### src/rtl/stc0_fft_sequencer.sv
// Radix-2 DIT FFT butterfly scheduler: walks every stage, issues one descriptor per beat, throttled by retirements.
// Build option STC0_SEQ_DRAIN_EN: when defined, all in-flight butterflies drain between stages.
module stc0_fft_sequencer #(
  parameter int NUM_POINTS_LOG2 = 10,
  parameter int MAX_OUTSTANDING = 8
) (
  input  logic                       clk_i,
  input  logic                       arst_ni,
  input  logic                       start_i,
  output logic                       issue_valid_o,
  input  logic                       issue_ready_i,
  output logic [NUM_POINTS_LOG2-1:0] addr_a_o,
  output logic [NUM_POINTS_LOG2-1:0] addr_b_o,
  output logic [NUM_POINTS_LOG2-2:0] tw_idx_o,
  output logic [3:0]                 stage_o,
  input  logic                       retire_i,
  output logic                       busy_o,
  output logic                       done_o
);

  localparam int AW = NUM_POINTS_LOG2;
  localparam int KW = NUM_POINTS_LOG2 - 1;
  localparam int OW = $clog2(MAX_OUTSTANDING + 1);
  localparam logic [3:0]    LAST_STAGE = 4'(NUM_POINTS_LOG2 - 1);
  localparam logic [KW-1:0] K_LAST     = {KW{1'b1}};
  localparam logic [OW-1:0] MAX_OUT    = OW'(MAX_OUTSTANDING);

  typedef enum logic [1:0] {IDLE, ISSUE, DRAIN, DONE} state_e;

  state_e        state_q, state_d;
  logic [3:0]    s_q, s_d;
  logic [KW-1:0] k_q, k_d;
  logic [OW-1:0] out_q, out_d;
  logic          valid_q, valid_d;
  logic          busy_q, busy_d;
  logic          done_q, done_d;
  logic [AW-1:0] addr_a_q, addr_a_d;
  logic [AW-1:0] addr_b_q, addr_b_d;
  logic [KW-1:0] tw_q, tw_d;
  logic [3:0]    stage_q;
  logic [AW-1:0] kx, half, pos, grp;
  logic          fire;

  assign fire = valid_q & issue_ready_i;

  // Retire at zero is a protocol error and is dropped (saturation).
  always_comb begin
    out_d = out_q;
    if (fire && !retire_i) begin
      out_d = out_q + OW'(1);
    end else if (!fire && retire_i && (out_q != '0)) begin
      out_d = out_q - OW'(1);
    end
  end

  always_comb begin
    state_d = state_q;
    s_d     = s_q;
    k_d     = k_q;
    case (state_q)
      IDLE: begin
        if (start_i) begin
          state_d = ISSUE;
          s_d     = '0;
          k_d     = '0;
        end
      end
      ISSUE: begin
        if (fire) begin
          if (k_q != K_LAST) begin
            k_d = k_q + KW'(1);
          end else begin
            k_d = '0;
`ifdef STC0_SEQ_DRAIN_EN
            state_d = DRAIN;
`else
            if (s_q != LAST_STAGE) begin
              s_d = s_q + 4'd1;
            end else begin
              state_d = DRAIN;
            end
`endif
          end
        end
      end
      DRAIN: begin
        if (out_d == '0) begin
          if (s_q == LAST_STAGE) begin
            state_d = DONE;
          end else begin
            state_d = ISSUE;
            s_d     = s_q + 4'd1;
          end
        end
      end
      DONE:    state_d = IDLE;
      default: state_d = IDLE;
    endcase
  end

  // Descriptor for the beat presented next cycle; widths truncate by construction.
  always_comb begin
    kx       = AW'(k_d);
    half     = AW'(1) << s_d;
    pos      = kx & (half - AW'(1));
    grp      = kx >> s_d;
    addr_a_d = (grp << (s_d + 4'd1)) | pos;
    addr_b_d = addr_a_d + half;
    tw_d     = KW'(pos << (LAST_STAGE - s_d));
  end

  always_comb begin
    valid_d = (state_d == ISSUE) && (out_d < MAX_OUT);
    busy_d  = (state_d == ISSUE) || (state_d == DRAIN);
    done_d  = (state_d == DONE);
  end

  always_ff @(posedge clk_i or negedge arst_ni) begin
    if (!arst_ni) begin
      state_q  <= IDLE;
      s_q      <= '0;
      k_q      <= '0;
      out_q    <= '0;
      valid_q  <= 1'b0;
      busy_q   <= 1'b0;
      done_q   <= 1'b0;
      addr_a_q <= '0;
      addr_b_q <= '0;
      tw_q     <= '0;
      stage_q  <= '0;
    end else begin
      state_q <= state_d;
      s_q     <= s_d;
      k_q     <= k_d;
      out_q   <= out_d;
      valid_q <= valid_d;
      busy_q  <= busy_d;
      done_q  <= done_d;
      if (state_d == ISSUE) begin
        addr_a_q <= addr_a_d;
        addr_b_q <= addr_b_d;
        tw_q     <= tw_d;
        stage_q  <= s_d;
      end
    end
  end

  assign issue_valid_o = valid_q;
  assign addr_a_o      = addr_a_q;
  assign addr_b_o      = addr_b_q;
  assign tw_idx_o      = tw_q;
  assign stage_o       = stage_q;
  assign busy_o        = busy_q;
  assign done_o        = done_q;

endmodule

### config.mk
export PLATFORM = sky130hd
export DESIGN_NAME = stc0_fft_sequencer
export DESIGN_NICKNAME = d
export VERILOG_FILES = /design/src/rtl/stc0_fft_sequencer.sv
export SDC_FILE = /design/constraint.sdc
export NUM_CORES = 1
export LEC_CHECK = 0
export ABC_AREA = 0
export ABC_CLOCK_PERIOD_IN_PS = 13280
export BUFFER_PORTS_ARGS = -buffer_cell sky130_fd_sc_hd__buf_4
export CORE_MARGIN = 4
export CORE_UTILIZATION = 50
export CTS_CLUSTER_SIZE = 20
export DETAILED_ROUTE_END_ITERATION = 10
export PLACE_DENSITY = 0.72
export SETUP_SLACK_MARGIN = 0.02
export SLEW_MARGIN = 20
export SYNTH_ARGS = -nofsm -noshare
export SYNTH_HDL_FRONTEND = slang
export SYNTH_SLANG_ARGS = --single-unit
export TNS_END_PERCENT = 30
### constraint.sdc
create_clock -name clk_i -period 13.28 [get_ports clk_i]
set_input_delay 0.664 -clock clk_i [delete_from_list [all_inputs] [get_ports clk_i]]
set_output_delay 0.664 -clock clk_i [all_outputs]
set_load 0.02 [all_outputs]
# --- Word-level counts from Yosys, hierarchy flattened ---
# Cells that the tools add are included.
totals:
  in_bits: 5
  out_inout_bits: 36
  elab_cells: 66
  ff_bits: 55
op_classes:
  add_sub_neg: 8
  n_lt_le_gt_ge: 1
  shift: 4
  bitwise_logic: 3
  eq_ne: 9
  mux: 20
  n_reduce_logical: 10
op_table:
  columns: ["op", "count"]
  rows:
  - ["$mux 4", 8]
  - ["$mux 9", 3]
  - ["$pmux 9 s2", 1]
  - ["$add 4x1->4 const B", 3]
  - ["$mux 2", 6]
  - ["$pmux 4 s3", 1]
  - ["$add 10x10->10", 1]
  - ["$and 9x10->10", 1]
  - ["$or 10x10->10", 1]
  - ["$shl 1x4->10 const A", 1]
  - ["$shl 10x4->10", 1]
  - ["$shl 10x4->9", 1]
  - ["$shr 9x4->10", 1]
  - ["$sub 10x1->10 const B", 1]
  - ["$add 9x1->9 const B", 1]
  - ["$ne 9x9->1 const B", 1]
  - ["$eq 2x2->1 const B", 4]
  - ["$pmux 2 s4", 1]
  - ["$eq 2x1->1 const B", 2]
  - ["$eq 4x4->1 const B", 1]
  - ["$logic_and 1x1->1", 4]
  - ["$logic_not 4->1", 1]
  - ["$lt 4x4->1 const B", 1]
  - ["$ne 4x4->1 const B", 1]
  - ["other kinds (7)", 8]

# --- Logic depth before layout (Yosys ltp) ---
depth:
  word_depth: 14
  depth_mapped: 29
  mapped_depth_nobuf: 27

# --- Worst setup path after synthesis ---
# OpenSTA, ideal clock, no wires.
synth_timing:
  kind: "register -> register"
  startpoint: "register out_q[0]"
  endpoint: "register addr_b_q[9], in the netlist addr_b_o[9]"
  setup_slack_ns: 7.049
  period_less_slack_ns: 6.231
  setup_ns: 0.092
  required_ns: 13.188
  stages_incl_launch_ff: 28
  arrival_ns: 6.139
  path_cell_list: "dfrtp_1 inv_1 ha_1 or3b_1 nor3b_1 a221o_1 o41a_4 o31ai_4 nand2_1 buf_2 clkbuf_1 ha_1 nand3b_1 a22oi_1 o21a_1 nor3_1 nand2_1 o21ai_0 ha_1 a21o_1 a21o_1 a21oi_1 o21bai_1 a21oi_1 o21ai_0 xor2_1 and4_4 o31ai_2"
synth_via:
  elab_chain_len: 12
synth_rtl:
  columns: ["item", "line_no", "text"]
  rows:
  - ["start: declaration", "33", "logic [OW-1:0] out_q, out_d;"]
  - ["start signal: assignment", "135", "out_q <= out_d;"]
  - ["parallel branches: the longest is 3 deep, another holds $sub 4x1->4", null, null]
  - ["$mux 4 (*)", "49", "if (fire && !retire_i) begin"]
  - ["named net out_d[1]", "33", null]
  - ["$logic_not 4->1 (*)", "87", "if (out_d == '0) begin"]
  - ["$mux 4 (*)", "87", null]
  - ["$pmux 4 s3 (*)", "60", "case (state_q)"]
  - ["named net s_d[1]", "31", "logic [3:0] s_q, s_d;"]
  - ["$shl 1x4->10", "104", "half = AW'(1) << s_d;"]
  - ["$sub 10x1->10", "105", "pos = kx & (half - AW'(1));"]
  - ["$and 9x10->10", "105", null]
  - ["$or 10x10->10 (*)", "107", "addr_a_d = (grp << (s_d + 4'd1)) | pos;"]
  - ["named net addr_a_d[2]", "37", "logic [AW-1:0] addr_a_q, addr_a_d;"]
  - ["$add 10x10->10 (*)", "108", "addr_b_d = addr_a_d + half;"]
  - ["end signal: assignment", "141", "addr_b_q <= addr_b_d;"]
  - ["end: declaration", "38", "logic [AW-1:0] addr_b_q, addr_b_d;"]
# Mark *: on every way through the listed nets, which the timed path passes.
# A chain may end at the register's enable or synchronous reset.

# --- Final worst setup path ---
layout_timing:
  startpoint: "register out_q[0]"
  endpoint: "register addr_b_q[9], in the netlist addr_b_o[9]"
layout_via:
  elab_chain_len: 12
layout_rtl:
  columns: ["item", "line_no"]
  rows:
  - ["parallel branches: the longest is 3 deep, another holds $sub 4x1->4", null]
  - ["$mux 4 (*)", "49"]
  - ["named net out_d[1]", "33"]
  - ["$logic_not 4->1 (*)", "87"]
  - ["$mux 4 (*)", "87"]
  - ["$pmux 4 s3 (*)", "60"]
  - ["$shl 1x4->10", "104"]
  - ["$sub 10x1->10", "105"]
  - ["$and 9x10->10", "105"]
  - ["$or 10x10->10 (*)", "107"]
  - ["named net addr_a_d[2]", "37"]
  - ["$add 10x10->10 (*)", "108"]
# Marked as above.

==> run_results.csv <==
group,metric,value,unit
critical_path,crit_type,"reg2reg",
die,die_w,103,um
global_route,grt.total_usage,23.2,%
routing,drtIter0Drc,309,
die,die_h,103,um
routing,drtPass1Iterations,5,
global_route,grt_max_degree,56,
final_layout,fin_cells,649,
critical_path,endpoint_kind,"flop",
clock_network,cts_buffer_depth,2,
power_and_ir_drop,power_switching_share,43.3,%
synthesis,synthAdderAreaFrac,7.40,%
routing,drc,0,
power_and_ir_drop,power.density,157,nW/um2
timing,relSlewSlack,43.4,%
power_and_ir_drop,p_sw,0.000334,W
timing,final_hold_viol_count,0,
synthesis,synth_compound_area_share,23.4,%
synthesis,synth_nets,550,
timing,setup_violations,0,
clock_network,cts_root_buf,"clkbuf_8",
hold_path,min_path_type,"in2async",
power_and_ir_drop,internal_power,0.000438,W
synthesis,synthSimpleGateAreaFrac,19.0,%
clock_network,cts_tree,"done",
die,start_util,51.5,%
final_layout,fin_nets,572,
critical_path,crit_arrival,7390,ps
final_layout,layout_common_cells,"55 x dfrtp_1, 48 x nand2_1, 43 x buf_4",
synthesis,synth-edff-count,0,
routing,ant_nets,0,
synthesis,synth_top_cell_by_area,"dfrtp_1",
clock_network,cts_made_buffers,5,
synthesis,netlist_area,4500,um2
routing,wl_per_cell,18.2,um
timing,setup_ws,6080,ps
critical_path,cp_max_fo,24,
clock_network,clkTransAtPathRegs,100,ps
final_layout,layout-drive-gt1-share,16.1,%
outcome,status,"finished clean",
routing,drt_wl_total,11800,um
clock_network,cts.sinks,55,
power_and_ir_drop,p_total,0.000771,W
critical_path,r2r_slack,6080,ps
synthesis,synthCells,519,
critical_path,rr_endpoint,"addr_b_o[9]",
final_layout,fill_cells,780,
global_route,grt_overflow_total,0,
die,core-area,8720,um2
critical_path,required,13470,ps
synthesis,synth_cell_types,74,
power_and_ir_drop,pwr-share-clk,14.2,%
synthesis,synth_top_family_by_area,"compound AO/OA/AOI/OAI gates",
synthesis,yosysWarnings,0,
place,port_buffers,40,
synthesis,ys_seq_area_share,30.6,%
timing,tns,0,ps
power_and_ir_drop,p_leak,2.33,nW
timing,min_period_over_period,54.2,%
global_route,grt_pass1_vias,3874,
final_layout,final_cell_area,4920,um2
clock_network,postCtsSetupRepairBufs,0,
place,dp_slack,6140,ps
run,drv_cap,0,
place,dp.cells,642,
critical_path,r2r-start,"out_q[0]",
timing,clock_skew,9.04,ps
die,io_pins,41,
final_layout,layout_commonest_cell,"dfrtp_1",
timing,post-route-min-period,7200,ps
power_and_ir_drop,comb_power_share,54.9,%
global_route,grt_first_pass_wirelength,19400,um
synthesis,avgSynthCellArea,8.66,um2
final_layout,diodes,0,
power_and_ir_drop,pwr-share-seq,30.8,%
synthesis,synth_mux_area_share,10.2,%
clock_network,ctsResizeCount,0,
global_route,antenna_found_initial,0,
place,place_area,4820,um2
routing,via_per_inst,6.26,
final_layout,syn_to_final_growth,9.46,%
critical_path,start_kind,"flop",
place,gp_congestion,0.935,
synthesis,synth_ff_type,"dfrtp_1",
die,rows,34,
routing,vias,4065,
timing,max_freq,139,MHz
clock_network,htreeDepth,2,
clock_network,insertion_delay,310,ps
clock_network,ctsHoldBuffers,0,
critical_path,rr_worst_depth,25,
timing,rsz0062_at_grt,"false",
die,die_area,10600,um2
timing,slew_violations,0,
synthesis,synthArstFlopShare,100,%
synthesis,synth_top_cell_area_share,30.6,%
synthesis,synth-xor-area-share,3.90,%
place,place_hpwl,8940,um
timing,worst_slew_pin_slew,847,ps
power_and_ir_drop,ir_worst_vdd,104,uV
synthesis,yosys_register_bits,55,
synthesis,netlist_top_cells_area,"dfrtp_1 31%, ha_1 7.0%, mux2i_1 5.1%",
cell families after synthesis:
kind of cell               Yosys count
AOI/OAI and AO/OA                  148
xor gates and xnor gates            20
adders and majority gates           26
buffers and inverters               56
DFF                                 55
muxes                               42
and+or+nand+nor                    172
area by class of cell:
class	instances	area (um2)	share of cell area (%)
Sequential cell	55	1380	28.0
Timing Repair Buffer	43	323	6.56
Tap cell	108	135	2.75
Multi-Input combinational cell	408	2870	58.4
Inverter	28	111	2.26
Clock inverter	1	30.0	0.610
Clock buffer	6	72.6	1.47
metal layers:
| layer | vias up | wire length, um | share of wire, % | track usage (%) |
|---|---|---|---|---|
| li1 | 1944 | - | - | - |
| met1 | 1984 | 5440 | 46 | 32.3 |
| met5 | - | 0 | 0 | 0 |
| met4 | 0 | 198 | 1.7 | 5.58 |
| met3 | 18 | 577 | 4.9 | 3.72 |
| met2 | 119 | 5620 | 48 | 37.8 |
synth_stat cells, types with 3 or more instances:
cell,count
buf_2,3
buf_6,3
o2bb2ai_1,5
nor2_1,42
nand3_1,15
a31o_2,3
nand4_1,3
nor4_1,6
nand2b_1,3
xor2_1,10
o31ai_1,4
a22oi_1,5
a31oi_1,8
o21a_1,5
mux2_2,17
xnor2_1,10
nand3b_1,3
o21ai_1,4
nor3_1,13
dfrtp_1,55
ha_1,25
mux2i_1,23
a22o_1,3
buf_1,4
and4_1,6
o211ai_1,3
a21o_1,13
a21oi_1,34
inv_1,25
o21ai_0,25
clkbuf_1,17
and3_1,9
or3_1,3
and2_1,4
nand2_1,48
nor2b_1,9
state kept, by name (all words and copies together), names as in the netlist:
register,flops
addr_a_o,10
state_q,2
issue_valid_o,1
stage_o,4
out_q,4
addr_b_o,10
s_q,4
done_o,1
k_q,9
tw_idx_o,9
busy_o,1
through the flow:
stage	hold slack, ps	utilization, %
floorplan	368	-
global placement	473	55.3
detailed placement	475	55.3
CTS	434	56.4
global route	461	56.4
finish	393	56.4
power groups by stage:
stage               Combinational (W)  Clock, W  Sequential, W
floorplan                    0.000282         0       0.000260
global placement             0.000412         0       0.000239
detailed placement           0.000418         0       0.000241
CTS                          0.000421  0.000114       0.000238
global route                 0.000464  0.000120       0.000244
finish                       0.000424  0.000110       0.000238
worst max-delay path by stage:
stage                        endpoint          start  cells after the start
after floorplan           addr_b_o[9]       out_q[0]                     27
after global placement    addr_b_o[9]  issue_ready_i                     24
after detailed placement  addr_b_o[9]       out_q[0]                     25
after CTS                 addr_b_o[9]       out_q[0]                     25
after global routing      addr_b_o[9]       out_q[0]                     25
final                     addr_b_o[9]       out_q[0]                     25
critical path: stages (launching register included):
cell      delay, ps
dfrtp_1         440
inv_1           120
ha_1            250
or3b_1          390
nor3b_1         150
a221o_1         360
o41a_4          570
o31ai_4         280
nand2_1         540
ha_1            500
nand3b_1        100
a22oi_1          70
o21a_1          230
nor3_1          660
nand2_1         230
o21ai_0         320
ha_1            320
a21o_1          190
a21o_1          180
a21oi_1         230
o21bai_1        100
a21oi_1         200
o21ai_0         150
xor2_1          210
and4_4          250
o31ai_2          50
Power figures use the tool's default switching activity.
